[config.mk]
export PLATFORM = sky130hd
export DESIGN_NAME = uart_tx_arb
export DESIGN_NICKNAME = d
export VERILOG_FILES = /design/src/rtl/uart_tx_arb.sv
export SDC_FILE = /design/constraint.sdc
export NUM_CORES = 1
export LEC_CHECK = 0
export CELL_PAD_IN_SITES_DETAIL_PLACEMENT = 1
export CELL_PAD_IN_SITES_GLOBAL_PLACEMENT = 1
export CORE_ASPECT_RATIO = 0.6
export CORE_MARGIN = 2
export CORE_UTILIZATION = 19
export DETAILED_ROUTE_END_ITERATION = 10
export GPL_TIMING_DRIVEN = 0
export PLACE_DENSITY = 0.86
export SETUP_SLACK_MARGIN = 0.15
export SYNTH_ARGS = -nofsm -noshare
export SYNTH_HDL_FRONTEND = slang
export SYNTH_SLANG_ARGS = --single-unit
[constraint.sdc]
create_clock -name clk -period 1.6 [get_ports clk]
set_input_delay 0.32 -clock clk [delete_from_list [all_inputs] [get_ports clk]]
set_output_delay 0.32 -clock clk [all_outputs]
set_load 0.02 [all_outputs]
[src/rtl/uart_tx_arb.sv]
`timescale 1ns/1ps
`default_nettype none
// +--------------------------------------------------------------------------+
// | uart_tx_arb - packet-locked round-robin arbiter for one shared UART TX   |
// | Rev 1.0 | optional idle-lock watchdog: UART_TX_ARB_TIMEOUT_EN           |
// +--------------------------------------------------------------------------+
module uart_tx_arb #(
  parameter int NREQ    = 4,
  parameter int DATA_W  = 8,
  parameter int TIMEOUT = 4096
) (
  input  logic                      clk,
  input  logic                      reset,
  input  logic [NREQ-1:0]           req_valid,
  input  logic [NREQ*DATA_W-1:0]    req_data,
  input  logic [NREQ-1:0]           req_last,
  output logic [NREQ-1:0]           req_ready,
  output logic                      tx_valid,
  output logic [DATA_W-1:0]         tx_data,
  input  logic                      tx_ready,
  output logic [$clog2(NREQ)-1:0]   grant_id,
  output logic                      busy
`ifdef UART_TX_ARB_TIMEOUT_EN
  ,
  output logic                      timeout_flag
`endif
);

  localparam int GW = $clog2(NREQ);

  typedef enum logic [0:0] {
    IDLE = 1'b0,
    XFER = 1'b1
  } state_t;

  state_t          state;
  state_t          state_n;
  logic [GW-1:0]   rr_ptr;
  logic [GW-1:0]   rr_ptr_n;
  logic [GW-1:0]   grant_n;
  logic [GW-1:0]   cand;
  logic [GW-1:0]   pick;
  logic            any_req;
  logic            grant_valid;
  logic            grant_last;
  logic            handshake;
  logic            tmo_hit;

  if (NREQ < 2 || NREQ > 8 || DATA_W < 1 || TIMEOUT < 1) begin : g_param_check
    $error("uart_tx_arb: parameter out of range");
  end

  // Scan downward so the requester closest after rr_ptr is the last to win.
  always_comb begin
    pick    = '0;
    any_req = 1'b0;
    cand    = '0;
    for (int k = NREQ; k >= 1; k--) begin
      cand = GW'((int'(rr_ptr) + k) % NREQ);
      if (req_valid[cand]) begin
        pick    = cand;
        any_req = 1'b1;
      end
    end
  end

  assign grant_valid = req_valid[grant_id];
  assign grant_last  = req_last[grant_id];
  assign handshake   = (state == XFER) && grant_valid && tx_ready;
  assign busy        = (state == XFER);

`ifdef UART_TX_ARB_TIMEOUT_EN
  localparam int CW = $clog2(TIMEOUT + 1);

  logic [CW-1:0] idle_cnt;

  assign tmo_hit = (state == XFER) && !grant_valid && (idle_cnt == CW'(TIMEOUT - 1));

  // Counter is held at zero in IDLE, so it starts clean on entry to XFER.
  always_ff @(posedge clk or negedge reset) begin
    if (!reset) begin
      idle_cnt     <= '0;
      timeout_flag <= 1'b0;
    end else begin
      timeout_flag <= tmo_hit;
      if (state == IDLE || handshake || tmo_hit) begin
        idle_cnt <= '0;
      end else if (!grant_valid) begin
        idle_cnt <= idle_cnt + CW'(1);
      end
    end
  end
`else
  assign tmo_hit = 1'b0;
`endif

  always_comb begin
    state_n   = state;
    grant_n   = grant_id;
    rr_ptr_n  = rr_ptr;
    tx_valid  = 1'b0;
    tx_data   = '0;
    req_ready = '0;
    case (state)
      IDLE: begin
        if (any_req) begin
          grant_n = pick;
          state_n = XFER;
        end
      end
      XFER: begin
        tx_valid            = grant_valid;
        tx_data             = req_data[grant_id*DATA_W +: DATA_W];
        req_ready[grant_id] = tx_ready;
        if ((handshake && grant_last) || tmo_hit) begin
          rr_ptr_n = grant_id;
          state_n  = IDLE;
        end
      end
      default: state_n = IDLE;
    endcase
  end

  always_ff @(posedge clk or negedge reset) begin
    if (!reset) begin
      state    <= IDLE;
      rr_ptr   <= GW'(NREQ - 1);
      grant_id <= '0;
    end else begin
      state    <= state_n;
      rr_ptr   <= rr_ptr_n;
      grant_id <= grant_n;
    end
  end

endmodule
`default_nettype wire

==> results of run 1 <==
critical path, stage by stage (launching register included):
cell and delay [ns]:
sky130_fd_sc_hd__dfrtp_2 0.42, sky130_fd_sc_hd__buf_6 0.13, sky130_fd_sc_hd__buf_16 0.10, sky130_fd_sc_hd__mux4_2 0.51, sky130_fd_sc_hd__and2_4 0.19, sky130_fd_sc_hd__buf_6 0.12
synth_stat cells, types with 2 or more instances:
| library cell | number |
|---|---|
| sky130_fd_sc_hd__nand3_1 | 2 |
| sky130_fd_sc_hd__nor3_1 | 2 |
| sky130_fd_sc_hd__buf_4 | 2 |
| sky130_fd_sc_hd__dfstp_2 | 2 |
| sky130_fd_sc_hd__and2_1 | 9 |
| sky130_fd_sc_hd__o21ai_1 | 2 |
| sky130_fd_sc_hd__a31oi_1 | 2 |
| sky130_fd_sc_hd__inv_1 | 4 |
| sky130_fd_sc_hd__a21oi_1 | 2 |
| sky130_fd_sc_hd__dfrtp_1 | 3 |
| sky130_fd_sc_hd__clkbuf_8 | 3 |
| sky130_fd_sc_hd__mux4_2 | 9 |
| sky130_fd_sc_hd__nor2_1 | 4 |
| sky130_fd_sc_hd__nand2_1 | 6 |
| sky130_fd_sc_hd__o21ai_0 | 7 |
per-stage QoR:
step,setup TNS [ns],hold slack (ns),power (W)
2_1_floorplan,-0.323,0.0244,0.00139
3_3_place_gp,-8.53,0.529,0.00201
3_5_place_dp,-9.30,0.554,0.00207
4_1_cts,-3.31,0.314,0.00266
5_1_grt,-4.92,0.330,0.00298
6_report,-4.46,0.310,0.00285
cell families after synthesis:
family / Yosys count / synth area share (%)
flip-flops: 5 / 18.5
AO/OA/AOI/OAI: 17 / 14.5
AND/OR/NAND/NOR: 24 / 17.4
multiplexers: 13 / 37.9
buffers and inverters: 11 / 11.6
flip-flops by register name (all words and copies together), names as in the netlist:
signal and count:
grant_id 2, busy 1, rr_ptr 2
cell type report:
| type | instances | area, um2 | area share (%) |
|---|---|---|---|
| inverters | 4 | 20.0 | 1.26 |
| well taps | 45 | 56.3 | 3.54 |
| flip-flops and latches | 5 | 129 | 8.11 |
| clock buffers | 4 | 45.0 | 2.83 |
| multi-input cells | 54 | 571 | 35.9 |
| repair buffers | 68 | 692 | 43.5 |
| plain buffers | 7 | 76.3 | 4.80 |
final timing paths:
check                                           to  cells past startpoint  slack, ns                    start
min                        grant_id[0]$_DFFE_PN0P_                      1       0.31                    reset
max                                     tx_data[6]                      5      -0.42  grant_id[0]$_DFFE_PN0P_
min in group clk           grant_id[1]$_DFFE_PN0P_                      3       0.51             req_valid[3]
max in group asynchronous    rr_ptr[0]$_DFFE_PN1P_                      1       1.03                    reset
max reg2reg                         busy$_DFF_PN0_                      6      -0.16  grant_id[0]$_DFFE_PN0P_
min reg2reg                  rr_ptr[0]$_DFFE_PN1P_                      2       0.57    rr_ptr[0]$_DFFE_PN1P_
layer usage:
layer | vias to the layer above | track usage, % | wire length (um)
li1 | 410 | - | -
met1 | 445 | 18.7 | 1430
met2 | 46 | 31.3 | 1900
met3 | 8 | 4.68 | 275
met4 | 0 | 8.33 | 106
met5 | - | 0 | 0
what timing repair did:
item / 4_1_cts / 5_1_grt
gates cloned: 1 / 0
resized for setup: 100 / 14
pin swaps: 3 / 1
endpoints found under the setup margin: 20 / 18
setup buffers: 8 / 2
endpoints found under the hold margin: 0 / 0
where the power goes:
group          switching (W)  total, W  internal [W]
sequential         0.0000523  0.000252      0.000199
clock              0.0000852  0.000258      0.000173
combinational        0.00103   0.00234       0.00131
total                0.00117   0.00285       0.00168
==> results.txt, run 1 <==
----------------------------------------------------
[Status]
  Result of the run ... complete, but fails checks
  Violations in the final reports ... negative setup slack

[Global routing]
  Global-route wire length before repair ... between 5000 and 6000 um
  Aggregate global routing overflow ... 0
  Via count of the first global-routing pass ... between 900 and 1000
  Initial antenna violation count ... 0
  Maximum number of pins on one net before global-route repair ... 11
  Global Route Usage Sum ... 17.4%

[Drt]
  Number of design rule violations left after detail routing ... 0
  DR iter-0 viols ... 26
  Final wirelength ... 3710 um
  Detail-routed net length per standard cell ... 19.8 um
  Final antenna-violating net count ... 0
  Post-DR vias/cell ... between 4 and 5
  First-pass iteration count of the detailed router ... 4
  Via Count ... between 900 and 1000

[Clock tree]
  Clk sinks ... 5
  TritonCTS clock tree ... yes
  Worst-path clk slew ... approximately 0.040 ns
  Level count of the clock H-tree ... 1
  Total clock buffers created by CTS ... 3
  Maximum clock path buffer count ... 2
  Skew-Pair Late Insertion Delay ... roughly 0.24 ns
  Hold buffer count at CTS ... 0
  Buffer type at the clock tree root ... sky130_fd_sc_hd__clkbuf_8

[Die]
  Width of the die ... just over 80 um
  Placeable core area ... between 3000 and 4000 um2
  Top-level port count ... 59
  Die outline area ... roughly 4100 um2
  Initial standard-cell utilization of the core ... between 20% and 30%
  Chip height ... 50.7 um
  Placement Rows ... 16

[Setup path]
  Crit start category ... flop
  Kind of critical path ... flop to primary output
  Arrival time worst endpoint ... roughly 1.7 ns
  Critical path required time ... around 1.3 ns
  Max FO, Critical Path ... 4
  CP endpoint kind ... primary output

[Synthesis]
  Post-synthesis register bit count ... 5
  Synthesized area divided by synthesized cell count ... just under 10 um2
  Count of flip-flops with a built-in enable after synthesis ... 0
  Most area-consuming cells after synthesis ... sky130_fd_sc_hd__mux4_2, sky130_fd_sc_hd__dfrtp_1, sky130_fd_sc_hd__and2_1, sky130_fd_sc_hd__dfstp_2, sky130_fd_sc_hd__clkbuf_8
  Top cell type's share of synthesized area ... 29.4%
  Post-synthesis cell area ... 689 um2
  Warnings, synthesis ... 0
  Share of synthesized registers carrying an async set or reset ... 100%
  Part of the Yosys area used for sequential elements ... 18.5%
  Most frequently used flop master after synthesis ... sky130_fd_sc_hd__dfrtp_1
  Yosys cell types ... 26
  Biggest area consumer among synthesized cells ... sky130_fd_sc_hd__mux4_2
  Number of instances in the synthesized netlist ... 70
  Net count after synthesis ... between 100 and 150

[Timing]
  Slew at the pin with the worst max-slew slack ... between 0.3 and 0.4 ns
  Final Setup Violations ... 15
  Max Slew Vio Count ... 0
  Final hold violation count ... 0
  Final clock period utilization by the worst path ... 126%
  Worst clock skew ... about 0.0065 ns
  PnR worst setup slack ... -0.424 ns
  Fin crit period ... around 2.0 ns
  Unrepaired setup endpoints after global routing ... true
  Worst rel slew slack ... about 74%
  Highest clock frequency the design can meet ... ~490 MHz

[Pwr]
  Leakage power ... approximately 0.65 nW
  PwrDens ... about 1800 nW/um2
  Maximum resistive drop on vdd ... around 800 uV

[Flow run]
  Max_cap viols ... 0

[Layout]
  Nets ... between 150 and 200
  Antenna Diode Count ... 0
  Final std cells w/o fill ... roughly 190
  Final standard cell area without fillers ... 1590 um2
  Syn-to-layout area delta ... 130%
  Proportion of layout cells with a drive suffix above 1 ... between 40% and 50%
  Most frequent cells in the layout ... sky130_fd_sc_hd__clkdlybuf4s50_1, sky130_fd_sc_hd__buf_6, sky130_fd_sc_hd__mux4_2, sky130_fd_sc_hd__and2_4, sky130_fd_sc_hd__buf_4
  Most frequent standard cell in the layout excluding fill and tap cells ... sky130_fd_sc_hd__clkdlybuf4s50_1
  Number of filler cells placed in the layout ... between 300 and 400
  Utilization after layout ... between 40% and 50%

[Placed design]
  Post-place setup slack ... -0.791 ns
  Placer congestion estimate ... just over 0.8
  Area after DPL ... 1350 um2
  Post-Place Cells ... between 150 and 200
  Dpl hpwl ... 2540 um
  Port Buf Inserts ... 57

[Worst hold path]
  Path category of the worst min-delay check ... input port to async pin

----------------------------------------------------
No activity file was read; power rests on OpenSTA's default activity.
==> run 2: changes to the inputs <==
- CELL_PAD_IN_SITES_DETAIL_PLACEMENT: 1 -> default
- CELL_PAD_IN_SITES_GLOBAL_PLACEMENT: 1 -> default
- CORE_UTILIZATION: 19 -> 28
- HOLD_SLACK_MARGIN: default -> 0.12
==> results.txt, run 2 (synthesis gave the netlist of run 1 again) <==
----------------------------------------------------
[Status]
  Result of the run ... complete, but fails checks
  Violations in the final reports ... negative setup slack

[Setup path]
  Arrival time worst endpoint ... approximately 1.6 ns
  Source of the worst register-to-register timing path ... grant_id[0]$_DFFE_PN0P_
  Crit start category ... flop
  Max FO, Critical Path ... 4
  Cell seen most often among critical-path stages ... sky130_fd_sc_hd__buf_6
  CP Cell Sequence ... buf_6, buf_16, mux4_2, and2_4, buf_6
  Slowest stage cell, crit path ... sky130_fd_sc_hd__mux4_2
  Largest stage delay on the critical path ... between 0.4 and 0.5 ns
  Category of cells accounting for the largest share of critical-path delay ... multiplexers
  Kind of critical path ... flop to primary output
  CP endpoint kind ... primary output
  Start point of the critical path ... grant_id[0]$_DFFE_PN0P_
  Critical path buffer and inverter count ... 3
  Critical path required time ... about 1.3 ns

[Pwr]
  PwrDens ... 1750 nW/um2
  Maximum resistive drop on vdd ... roughly 750 uV
  Leakage power ... 0.635 nW
  Overall power of the completed layout ... ~0.0027 W

[Global routing]
  Initial antenna violation count ... 0
  Maximum number of pins on one net before global-route repair ... 11
  Aggregate global routing overflow ... 0
  Global-route wire length before repair ... between 4000 and 5000 um
  Via count of the first global-routing pass ... 851
  Global Route Usage Sum ... 19.1%

[Die]
  Top-level port count ... 59
  Initial standard-cell utilization of the core ... between 30% and 40%
  Placeable core area ... roughly 2200 um2
  Die outline area ... 2890 um2
  Placement Rows ... 13
  Chip height ... 42.4 um
  Width of the die ... approximately 70 um

[Clock tree]
  Worst-path clk slew ... 0.04 ns
  Clk sinks ... 5
  Buffer type at the clock tree root ... sky130_fd_sc_hd__clkbuf_8
  TritonCTS clock tree ... yes
  Maximum clock path buffer count ... 2
  Skew-Pair Late Insertion Delay ... ~0.22 ns
  Total clock buffers created by CTS ... 3
  Level count of the clock H-tree ... 1

[Placed design]
  Port Buf Inserts ... 57
  Placer congestion estimate ... around 0.81
  Dpl hpwl ... approximately 2100 um

[Drt]
  Via Count ... between 800 and 900
  Final antenna-violating net count ... 0
  Post-DR vias/cell ... between 5 and 6
  DR iter-0 viols ... 27
  First-pass iteration count of the detailed router ... 4
  Final wirelength ... roughly 2900 um
  Detail-routed net length per standard cell ... 16.7 um
  Number of design rule violations left after detail routing ... 0

[Timing]
  Final TNS setup ... -3.67 ns
  Worst rel slew slack ... around two thirds
  Unrepaired setup endpoints after global routing ... true
  Slew at the pin with the worst max-slew slack ... 0.478 ns
  Final Setup Violations ... 14
  Highest clock frequency the design can meet ... about 500 MHz
  Final hold violation count ... 0
  Max Slew Vio Count ... 0
  Worst clock skew ... 0.00265 ns
  Final clock period utilization by the worst path ... 121%
  PnR worst setup slack ... -0.342 ns
  Fin crit period ... between 1.5 and 2 ns

[Layout]
  Antenna Diode Count ... 0
  Most frequent cells in the layout ... sky130_fd_sc_hd__clkdlybuf4s50_1, sky130_fd_sc_hd__buf_6, sky130_fd_sc_hd__mux4_2
  Nets ... approximately 190
  Most frequent standard cell in the layout excluding fill and tap cells ... sky130_fd_sc_hd__clkdlybuf4s50_1
  Syn-to-layout area delta ... 124%
  Proportion of layout cells with a drive suffix above 1 ... between 40% and 50%

[Flow run]
  Max_cap viols ... 0

[Worst hold path]
  Path category of the worst min-delay check ... input port to async pin

----------------------------------------------------
## run 2: metrics by stage
step / instances / utilization (%) / setup slack, ns / hold slack (ns) / cell area, um2
after floorplan: 70 / - / -0.0461 / 0.0244 / 724
after CTS: 169 / 65.9 / -0.331 / 0.323 / 1480
after global routing: 171 / 68.7 / -0.381 / 0.335 / 1540
after global placement: 157 / 59.4 / -0.749 / 0.526 / 1330
final: 171 / 68.7 / -0.342 / 0.324 / 1540
after detailed placement: 157 / 59.4 / -0.798 / 0.538 / 1330
## run 2: cell type report
class,count,area (um2)
Buffer,7,81.3
Clock buffer,4,45.0
Multi-Input combinational cell,54,549
Sequential cell,5,129
Fill cell,164,703
Timing Repair Buffer,67,679
Inverter,4,20.0
Tap cell,30,37.5
## run 2: what timing repair did
item                       in CTS  in global routing
gates cloned                    1                  0
setup buffers                   7                  2
pin swaps                       3                  3
setup endpoints to repair      20                 17
hold buffers                    0                  0
gates resized for setup        97                 14
## run 2: final timing paths
kind	slack, ns	to	cells past startpoint
min in group clk	0.49	grant_id[1]$_DFFE_PN0P_	3
worst min register to register	0.54	rr_ptr[0]$_DFFE_PN1P_	2
worst max register to register	-0.13	rr_ptr[1]$_DFFE_PN1P_	5
max in group asynchronous	1.02	rr_ptr[0]$_DFFE_PN1P_	1
worst max-delay path	-0.34	tx_data[0]	5
worst min-delay path	0.32	grant_id[1]$_DFFE_PN0P_	1
## run 2: report_power, final
part | internal (W) | switching (W)
Clock | 0.000171 | 0.0000585
Sequential | 0.000200 | 0.0000523
Combinational | 0.00129 | 0.000933
Total | 0.00166 | 0.00104
## run 2: metal layers
| metal | global-route usage (%) | vias to the layer above | routed length [um] |
|---|---|---|---|
| li1 | - | 408 | - |
| met1 | 23.5 | 414 | 1110 |
| met2 | 33.8 | 42 | 1500 |
| met3 | 3.76 | 2 | 215 |
| met4 | 4.80 | 0 | 21 |
| met5 | 0 | - | 0 |
